File: config.mk
export PLATFORM = sky130hd
export DESIGN_NAME = pipeline_hazard_ctrl
export DESIGN_NICKNAME = d
export VERILOG_FILES = /design/src/rtl/pipeline_hazard_ctrl.sv
export SDC_FILE = /design/constraint.sdc
export NUM_CORES = 1
export LEC_CHECK = 0
export CAP_MARGIN = 10
export CORE_MARGIN = 2
export CORE_UTILIZATION = 53
export CTS_CLUSTER_DIAMETER = 60
export CTS_CLUSTER_SIZE = 24
export DETAILED_ROUTE_END_ITERATION = 10
export HOLD_SLACK_MARGIN = 0.15
export PLACE_DENSITY = 0.78
export SLEW_MARGIN = 20
export SYNTH_ARGS = -nofsm -noshare
export SYNTH_HDL_FRONTEND = slang
export SYNTH_SLANG_ARGS = --single-unit
File: constraint.sdc
create_clock -name clk -period 2.52 [get_ports clk]
set_input_delay 0.63 -clock clk [delete_from_list [all_inputs] [get_ports clk]]
set_output_delay 0.63 -clock clk [all_outputs]
set_load 0.005 [all_outputs]
File: src/rtl/pipeline_hazard_ctrl.sv
// Hazard/sequencing controller for the 5-stage pipeline: load-use interlock,
// branch flush, data-memory wait, orderly drain-then-halt and timeout halt.
module pipeline_hazard_ctrl #(
  parameter int unsigned REG_W           = 5,
  parameter int unsigned LOAD_USE_CYCLES = 1,
  parameter int unsigned DRAIN_CYCLES    = 4,
  parameter int unsigned MEM_TIMEOUT     = 255,
  parameter int unsigned CNT_W           = 8
) (
  input  logic             clk,
  input  logic             reset,
  input  logic             id_valid_i,
  input  logic [REG_W-1:0] id_rs1_i,
  input  logic [REG_W-1:0] id_rs2_i,
  input  logic             id_uses_rs1_i,
  input  logic             id_uses_rs2_i,
  input  logic             ex_valid_i,
  input  logic [REG_W-1:0] ex_rd_i,
  input  logic             ex_is_load_i,
  input  logic             ex_branch_taken_i,
  input  logic             mem_req_i,
  input  logic             mem_ready_i,
  input  logic             halt_req_i,
  output logic [3:0]       pipe_enable_o,
  output logic [3:0]       pipe_stall_o,
  output logic [3:0]       pipe_flush_o,
  output logic [3:0]       pipe_halt_o,
  output logic             pc_hold_o,
  output logic             pc_redirect_o,
  output logic             halted_o,
  output logic             mem_timeout_o
);

  typedef enum logic [2:0] {
    S_RUN, S_LOAD_STALL, S_MEM_WAIT, S_DRAIN, S_HALTED
  } state_e;

  state_e           state_q, state_d, saved_q, saved_d, eff_state;
  logic [CNT_W-1:0] cnt_q, cnt_d, saved_cnt_q, saved_cnt_d, eff_cnt, wait_cnt;
  logic             halt_pend_q, halt_pend_d, timeout_q, timeout_d;

  logic             hazard, memwait, branch, pend_now;
  logic [3:0]       en_c, stall_c, flush_c, halt_c;
  logic             hold_c, redir_c, halted_c;

  assign hazard = ex_valid_i & ex_is_load_i & (ex_rd_i != '0) & id_valid_i &
                  ((id_uses_rs1_i & (id_rs1_i == ex_rd_i)) |
                   (id_uses_rs2_i & (id_rs2_i == ex_rd_i)));
  assign memwait  = mem_req_i & ~mem_ready_i;
  assign branch   = ex_valid_i & ex_branch_taken_i;
  assign pend_now = halt_pend_q | halt_req_i;
  assign wait_cnt = (state_q == S_MEM_WAIT) ? cnt_q + CNT_W'(1) : CNT_W'(1);

  always_ff @(posedge clk or posedge reset) begin
    if (reset) begin
      state_q     <= S_RUN;
      saved_q     <= S_RUN;
      cnt_q       <= '0;
      saved_cnt_q <= '0;
      halt_pend_q <= 1'b0;
      timeout_q   <= 1'b0;
    end else begin
      state_q     <= state_d;
      saved_q     <= saved_d;
      cnt_q       <= cnt_d;
      saved_cnt_q <= saved_cnt_d;
      halt_pend_q <= halt_pend_d;
      timeout_q   <= timeout_d;
    end
  end

  // The cycle memory releases is spent as the saved state with its frozen count.
  always_comb begin
    state_d     = state_q;
    saved_d     = saved_q;
    cnt_d       = cnt_q;
    saved_cnt_d = saved_cnt_q;
    halt_pend_d = halt_pend_q | halt_req_i;
    timeout_d   = timeout_q;
    en_c        = 4'b1111;
    stall_c     = 4'b0000;
    flush_c     = 4'b0000;
    halt_c      = 4'b0000;
    hold_c      = 1'b0;
    redir_c     = 1'b0;
    halted_c    = 1'b0;
    eff_state   = state_q;
    eff_cnt     = cnt_q;
    if (state_q == S_MEM_WAIT) begin
      eff_state = saved_q;
      eff_cnt   = saved_cnt_q;
    end

    if (state_q == S_HALTED) begin
      en_c     = 4'b0000;
      halt_c   = 4'b1111;
      hold_c   = 1'b1;
      halted_c = 1'b1;
    end else if (memwait) begin
      stall_c = 4'b0111;
      flush_c = 4'b1000;
      hold_c  = 1'b1;
      if (state_q != S_MEM_WAIT) begin
        saved_d     = state_q;
        saved_cnt_d = cnt_q;
      end
      cnt_d   = wait_cnt;
      state_d = S_MEM_WAIT;
      if (wait_cnt >= CNT_W'(MEM_TIMEOUT)) begin
        timeout_d = 1'b1;
        state_d   = S_HALTED;
      end
    end else begin
      state_d = eff_state;
      cnt_d   = eff_cnt;
      unique case (eff_state)
        S_RUN, S_LOAD_STALL: begin
          if (branch) begin
            flush_c = 4'b0011;
            redir_c = 1'b1;
            state_d = S_RUN;
            cnt_d   = '0;
          end else if (eff_state == S_LOAD_STALL) begin
            stall_c = 4'b0001;
            flush_c = 4'b0010;
            hold_c  = 1'b1;
            if (eff_cnt <= CNT_W'(1)) begin
              state_d = S_RUN;
              cnt_d   = '0;
            end else begin
              cnt_d = eff_cnt - CNT_W'(1);
            end
          end else if (hazard) begin
            stall_c = 4'b0001;
            flush_c = 4'b0010;
            hold_c  = 1'b1;
            if (LOAD_USE_CYCLES > 1) begin
              state_d = S_LOAD_STALL;
              cnt_d   = CNT_W'(LOAD_USE_CYCLES - 1);
            end
          end else if (pend_now) begin
            state_d = S_DRAIN;
            cnt_d   = CNT_W'(DRAIN_CYCLES);
          end
        end
        S_DRAIN: begin
          hold_c  = 1'b1;
          flush_c = branch ? 4'b0011 : 4'b0001;
          if (eff_cnt <= CNT_W'(1)) begin
            state_d = S_HALTED;
            cnt_d   = '0;
          end else begin
            cnt_d = eff_cnt - CNT_W'(1);
          end
        end
        default: ;
      endcase
    end
  end

  assign pipe_enable_o = reset ? 4'b0000 : en_c;
  assign pipe_stall_o  = reset ? 4'b0000 : stall_c;
  assign pipe_flush_o  = reset ? 4'b0000 : flush_c;
  assign pipe_halt_o   = reset ? 4'b0000 : halt_c;
  assign pc_hold_o     = ~reset & hold_c;
  assign pc_redirect_o = ~reset & redir_c;
  assign halted_o      = ~reset & halted_c;
  assign mem_timeout_o = ~reset & timeout_q;

endmodule

==> impl_metrics.ini, run 1 <==
[route]
drt_drc_violations_left = 0
via_per_inst = 6.32
drt-met1-wl_um = 3260
top_layer_used = met4
met2RoutedLength_um = 3780
wire_per_inst_um = 18.8
routed-wl-met3_um = 751
final_antenna_net_count = 0
drt_iter0_drc = 290
firstDrtPassIters = 4
vias = 2678
route.final.wire_length_um = 7980

[clock_tree]
clk_pin_slew_ns = 0.09
hold_buffers = 0
clk_path_buf_depth = 2
cts_tree = built
cts_root_buf = clkbuf_8
htreeDepth = 1
cts_buffers = 3
cts.sinks = 24
worstSkewPairLatency_ns = 0.27

[worst_setup_path]
path_class = in2out
crit_path_start = id_rs1_i[4]
worstPathRequired_ns = 1.89
cpPeakStageDelay_ns = 0.34
crit_path_cell_trace = clkdlybuf4s15_1 > xnor2_1 > nand4_1 > o22ai_2 > and2_4 > o21ai_2 > a2111oi_2 > buf_2
startpoint_type = input pin
critPathCaptureType = output port
path_max_fanout = 2
cp.buffers_inverters = 2
cp.arrival_ns = 2.03
cpLargestDelayFamily = compound AO/OA/AOI/OAI gates
critPathSlowestCell = a2111oi_2
r2r-start = state_q[1]$_DFFE_PP0N_

[place]
place_congestion = 0.953
hpwl_um = 5930
place_ws_ns = -1.00
io_buffer_count = 43

[die]
die_h_um = 70.6
core_area_um2 = 4320
io_pins = 46
rows = 24
die_width_um = 70.6
die-area_um2 = 4980
start_util_pct = 54.3

[global_routing]
grt_pass1_wl_um = 12800
antenna_found_initial = 0
grt_pass1_vias = 2525
globalRouteTotalUtil_pct = 32.6
grt_max_degree = 19
grt-ovfl-total = 0

[synth]
yosysSeqAreaShare_pct = 25.6
syn_area_per_cell_um2 = 7.88
synth.top_cell.area_share_pct = 25.6
ys_seq_elements = 24
synthTopCellsByCount = 30 x o21ai_0, 25 x nand2_1, 24 x dfrtp_1
synthFlopType = dfrtp_1
synth.most_common_cell = o21ai_0
syn_area_um2 = 2350
yosys_warnings = 0
synth-async-reset-ratio_pct = 100
synth_edf_count = 0
synth_top_area_cell = dfrtp_1
synth.area.top_cells = dfrtp_1 26%, o21ai_0 6.4%, xnor2_1 6.0%
syn_inst = 298
ys_types = 63

[run_status]
status = finished with violations
failed_checks = setup timing

[job]
max_cap_viol_count = 0

[sta]
setup_violations = 3
skew_ns = 0.00326
rsz0062_at_grt = yes
tightestPinTransition_ns = 0.782
finalSetupTns_ns = -0.295
finalWorstSetupSlack_ns = -0.141
max_freq_mhz = 376
period_share_pct = 106
fin_crit_ns = 2.66
maxSlewViolCount = 0
hold_viol = 0
slew_headroom_pct = 47.3
whs_ns = 0.475

[pwr]
p_per_area_nw_per_um2 = 447
max-vdd-ir-drop_v = 0.000420
cellLeakagePower_nw = 1.48

[cells_and_area]
area_growth_pct = 41.1
layout.nets = 400
final_layout_size_suffix_gt1_share_pct = 29.3
final_util_pct = 76.6
diodes = 0

[min_path]
holdCritStartpoint = timeout_q$_DFFE_PP0P_
hp-class = reg2reg
-- metrics by stage --
step	power (mW)	instances	instance area [µm²]
floorplan	0.867	299	2350
global placement	1.09	416	3080
detailed placement	1.10	416	3080
CTS	1.44	423	3180
global route	1.56	424	3310
finish	1.48	424	3310
-- registers in the layout (all words and copies together) (netlist names) --
register and flops:
saved_q 3, halt_pend_q 1, timeout_q 1, saved_cnt_q 8
state_q 3, cnt_q 8
-- where the power goes --
| group | internal [mW] | leakage [nW] | switching, mW |
|---|---|---|---|
| logic | 0.287 | 1.14 | 0.356 |
| registers | 0.432 | 0.300 | 0.0579 |
| clock network | 0.213 | 0.0357 | 0.135 |
| total | 0.932 | 1.48 | 0.549 |
-- cell usage in the layout (no fill, tap or decap), types with 3 or more instances in the layout --
master,synthesis,final
xnor2_2,0,5
and3_1,4,4
nor4_1,6,6
nand2_1,25,25
xor2_1,5,5
or4_1,3,3
a21o_1,3,3
a21oi_1,20,18
nor3_2,0,3
nor2_1,20,18
or3_1,4,3
o21a_1,3,3
buf_4,12,52
a31oi_1,5,5
clkdlybuf4s15_1,0,3
xnor2_1,16,9
o21ai_0,30,28
dlygate4sd2_1,0,14
nor2b_1,6,6
buf_6,1,5
o221ai_1,3,3
buf_12,0,3
dfrtp_1,24,24
mux2i_1,8,7
inv_1,7,7
clkbuf_8,0,3
clkdlybuf4s50_1,0,10
and2_1,5,3
nand2b_1,4,3
buf_2,2,7
nand4_1,3,3
nand3_1,10,10
mux2_2,6,6
-- final timing paths --
kind | end | slack (ns) | cells after the start
max | pipe_flush_o[1] | -0.14 | 8
min | timeout_q$_DFFE_PP0P_ | 0.48 | 1
max reg2reg | cnt_q[3]$_DFFE_PP0N_ | 0.10 | 7
min reg2reg | timeout_q$_DFFE_PP0P_ | 0.48 | 1
max in group asynchronous | cnt_q[5]$_DFFE_PP0N_ | 1.15 | 4
min in group asynchronous | state_q[2]$_DFFE_PP0N_ | 0.82 | 3
-- logic make-up (layout without fill, tap and decap cells) --
family,Yosys count,count (layout),synth area share (%)
and+or+nand+nor,104,104,23.9
AOI/OAI and AO/OA,97,97,27.6
buffers and inverters,36,109,8.10
DFF,24,24,25.6
xor gates and xnor gates,21,21,7.83
muxes,14,14,6.29
adders and majority gates,1,1,0.533
other,1,2,0.160
-- final cells by class --
| class | count | area (µm²) |
|---|---|---|
| well taps | 52 | 65.1 |
| clock buffers | 3 | 41.3 |
| repair buffers | 98 | 828 |
| inverters | 7 | 26.3 |
| flip-flops and latches | 24 | 601 |
| multi-input cells | 239 | 1720 |
| clock inverters | 1 | 30.0 |
| fillers | 313 | 1010 |
-- metal layers --
layer / vias to the layer above / GRT usage (%)
li1: 1244 / -
met1: 1255 / 44.7
met2: 156 / 54.1
met3: 23 / 5.41
met4: 0 / 8.39
met5: - / 0
-- repair_timing --
action / in CTS / in global routing
endpoints found under the setup margin: 13 / 14
gates resized for setup: 94 / 32
pin swaps: 22 / 11
setup buffers: 3 / 1
Note: power is estimated with default switching activity, not from simulation.
==> inputs of run 2 (changes only) <==
--- a/config.mk
+++ b/config.mk
@@ -6,6 +6,7 @@
 export NUM_CORES = 1
 export LEC_CHECK = 0
 export CAP_MARGIN = 10
+export CORE_ASPECT_RATIO = 1.2
 export CORE_MARGIN = 2
 export CORE_UTILIZATION = 53
 export CTS_CLUSTER_DIAMETER = 60
@@ -13,6 +14,7 @@
 export DETAILED_ROUTE_END_ITERATION = 10
 export HOLD_SLACK_MARGIN = 0.15
 export PLACE_DENSITY = 0.78
+export SKIP_CTS_REPAIR_TIMING = 1
 export SLEW_MARGIN = 20
 export SYNTH_ARGS = -nofsm -noshare
 export SYNTH_HDL_FRONTEND = slang
==> run 2 against run 1 <==
Effect of this change:
- the flow still finishes with violations (setup timing)
- fmax rose by 2.2%
- critical path type unchanged
- via count increased by 0.56%
- sequential share of layout area increased by 0.36 points
- design area fell by 1.9%
- register-to-register slack gained 0.07 ns
- clock power decreased by 24%
- clock-buffer cell count increased by 1
==> impl_metrics.ini, run 2 (synthesis gave the netlist of run 1 again) <==
[die]
io_pins = 46
start_util_pct = 55.1
core_area_um2 = 4260
die-area_um2 = 4980
die_width_um = 64.8
die_h_um = 76.9
rows = 26

[sta]
max_freq_mhz = 384
hold_viol = 0
fin_crit_ns = 2.60
whs_ns = 0.494
tightestPinTransition_ns = 0.666
skew_ns = 0.00746
setup_violations = 2
period_share_pct = 103
slew_headroom_pct = 55.2
maxSlewViolCount = 0
finalWorstSetupSlack_ns = -0.0837
rsz0062_at_grt = yes

[route]
wire_per_inst_um = 18.4
via_per_inst = 6.35
drt_iter0_drc = 203
firstDrtPassIters = 5
final_antenna_net_count = 0
route.final.wire_length_um = 7790
vias = 2693
drt_drc_violations_left = 0

[cells_and_area]
final_layout_size_suffix_gt1_share_pct = 26.9
nFillCells = 286
top_regs = cnt_q: 8 flops, saved_cnt_q: 8 flops
area_growth_pct = 38.4
fin_area_um2 = 3250
layout.nets = 396
final_cell_mix = 48 x buf_4, 27 x o21ai_0, 24 x nand2_1, 24 x dfrtp_1, 24 x dlymetal6s2s_1
diodes = 0
mostFrequentLayoutCell = buf_4

[job]
max_cap_viol_count = 0

[global_routing]
globalRouteTotalUtil_pct = 30.3
grt_pass1_wl_um = 12100
antenna_found_initial = 0
grt_pass1_vias = 2503
grt_max_degree = 25
grt-ovfl-total = 0

[place]
place_area_um2 = 3030
hpwl_um = 5790
io_buffer_count = 43
place_congestion = 0.956

[worst_setup_path]
startpoint_type = input pin
cp.buffers_inverters = 2
crit_path_cell_trace = buf_4 > xnor2_1 > nand4_1 > o22ai_2 > and2_4 > o21ai_2 > a2111oi_2 > buf_2
critPathSlowestCell = a2111oi_2
cpLargestDelayFamily = compound AO/OA/AOI/OAI gates
cp.arrival_ns = 1.97
cpPeakStageDelay_ns = 0.29
worstPathRequired_ns = 1.89
critPathCaptureType = output port
path_class = in2out
path_max_fanout = 3

[min_path]
hp-class = reg2reg

[clock_tree]
clk_pin_slew_ns = 0.09
htreeDepth = 1
cts_buffers = 3
cts_root_buf = clkbuf_8
worstSkewPairLatency_ns = 0.27
clk_path_buf_depth = 2
cts.sinks = 24
cts_tree = built

[pwr]
cellLeakagePower_nw = 1.67
max-vdd-ir-drop_v = 0.000344
p_per_area_nw_per_um2 = 431

[run_status]
failed_checks = setup timing
status = finished with violations
==> run 2: layer usage <==
layer  GRT usage [%]  share of wire, %  routed length (µm)  vias up
met2            50.5                47                3650      174
met1            39.7                40                3100     1245
met3            2.64               8.1                 630       39
met4            13.0               5.2                 409        0
met5               0                 0                   0        -
li1                -                 -                   -     1235
==> run 2: layout make-up <==
class,instances,area [µm²],share of cell area (%)
repair buffers,94,826,25.4
clock buffers,4,55.1,1.69
well taps,56,70.1,2.16
inverters,7,26.3,0.808
multi-input cells,239,1670,51.5
flip-flops and latches,24,601,18.5
==> run 2: final timing paths <==
check                                            start                    endpoint  slack [ns]  cells after the start
worst max register to register  state_q[1]$_DFFE_PP0N_        cnt_q[3]$_DFFE_PP0N_        0.17                      7
worst min-delay path             timeout_q$_DFFE_PP0P_       timeout_q$_DFFE_PP0P_        0.49                      1
worst max-delay path                        ex_rd_i[3]             pipe_flush_o[1]       -0.08                      8
min in group asynchronous                        reset      saved_q[0]$_DFFE_PP0P_        0.64                      4
worst min register to register   timeout_q$_DFFE_PP0P_       timeout_q$_DFFE_PP0P_        0.49                      1
max in group asynchronous                        reset  saved_cnt_q[7]$_DFFE_PP0P_        1.63                      4
==> run 2: where the power goes <==
part           total, mW  internal (mW)  switching, mW
Clock              0.265          0.139          0.126
Combinational      0.644          0.287          0.357
Sequential         0.491          0.432         0.0582
==> run 2: metrics by stage <==
step | power (mW) | TNS [ns] | worst slack, ns | utilization [%] | std cells
finish | 1.40 | -0.0967 | -0.0837 | 76.3 | 424
global route | 1.47 | -0.290 | -0.177 | 76.3 | 424
CTS | 1.38 | -4.84 | -1.03 | 72.5 | 419
detailed placement | 1.11 | -4.78 | -1.01 | 71.2 | 415
global placement | 1.10 | -4.22 | -0.908 | 71.2 | 415
floorplan | 0.867 | 0 | 0.0581 | - | 299
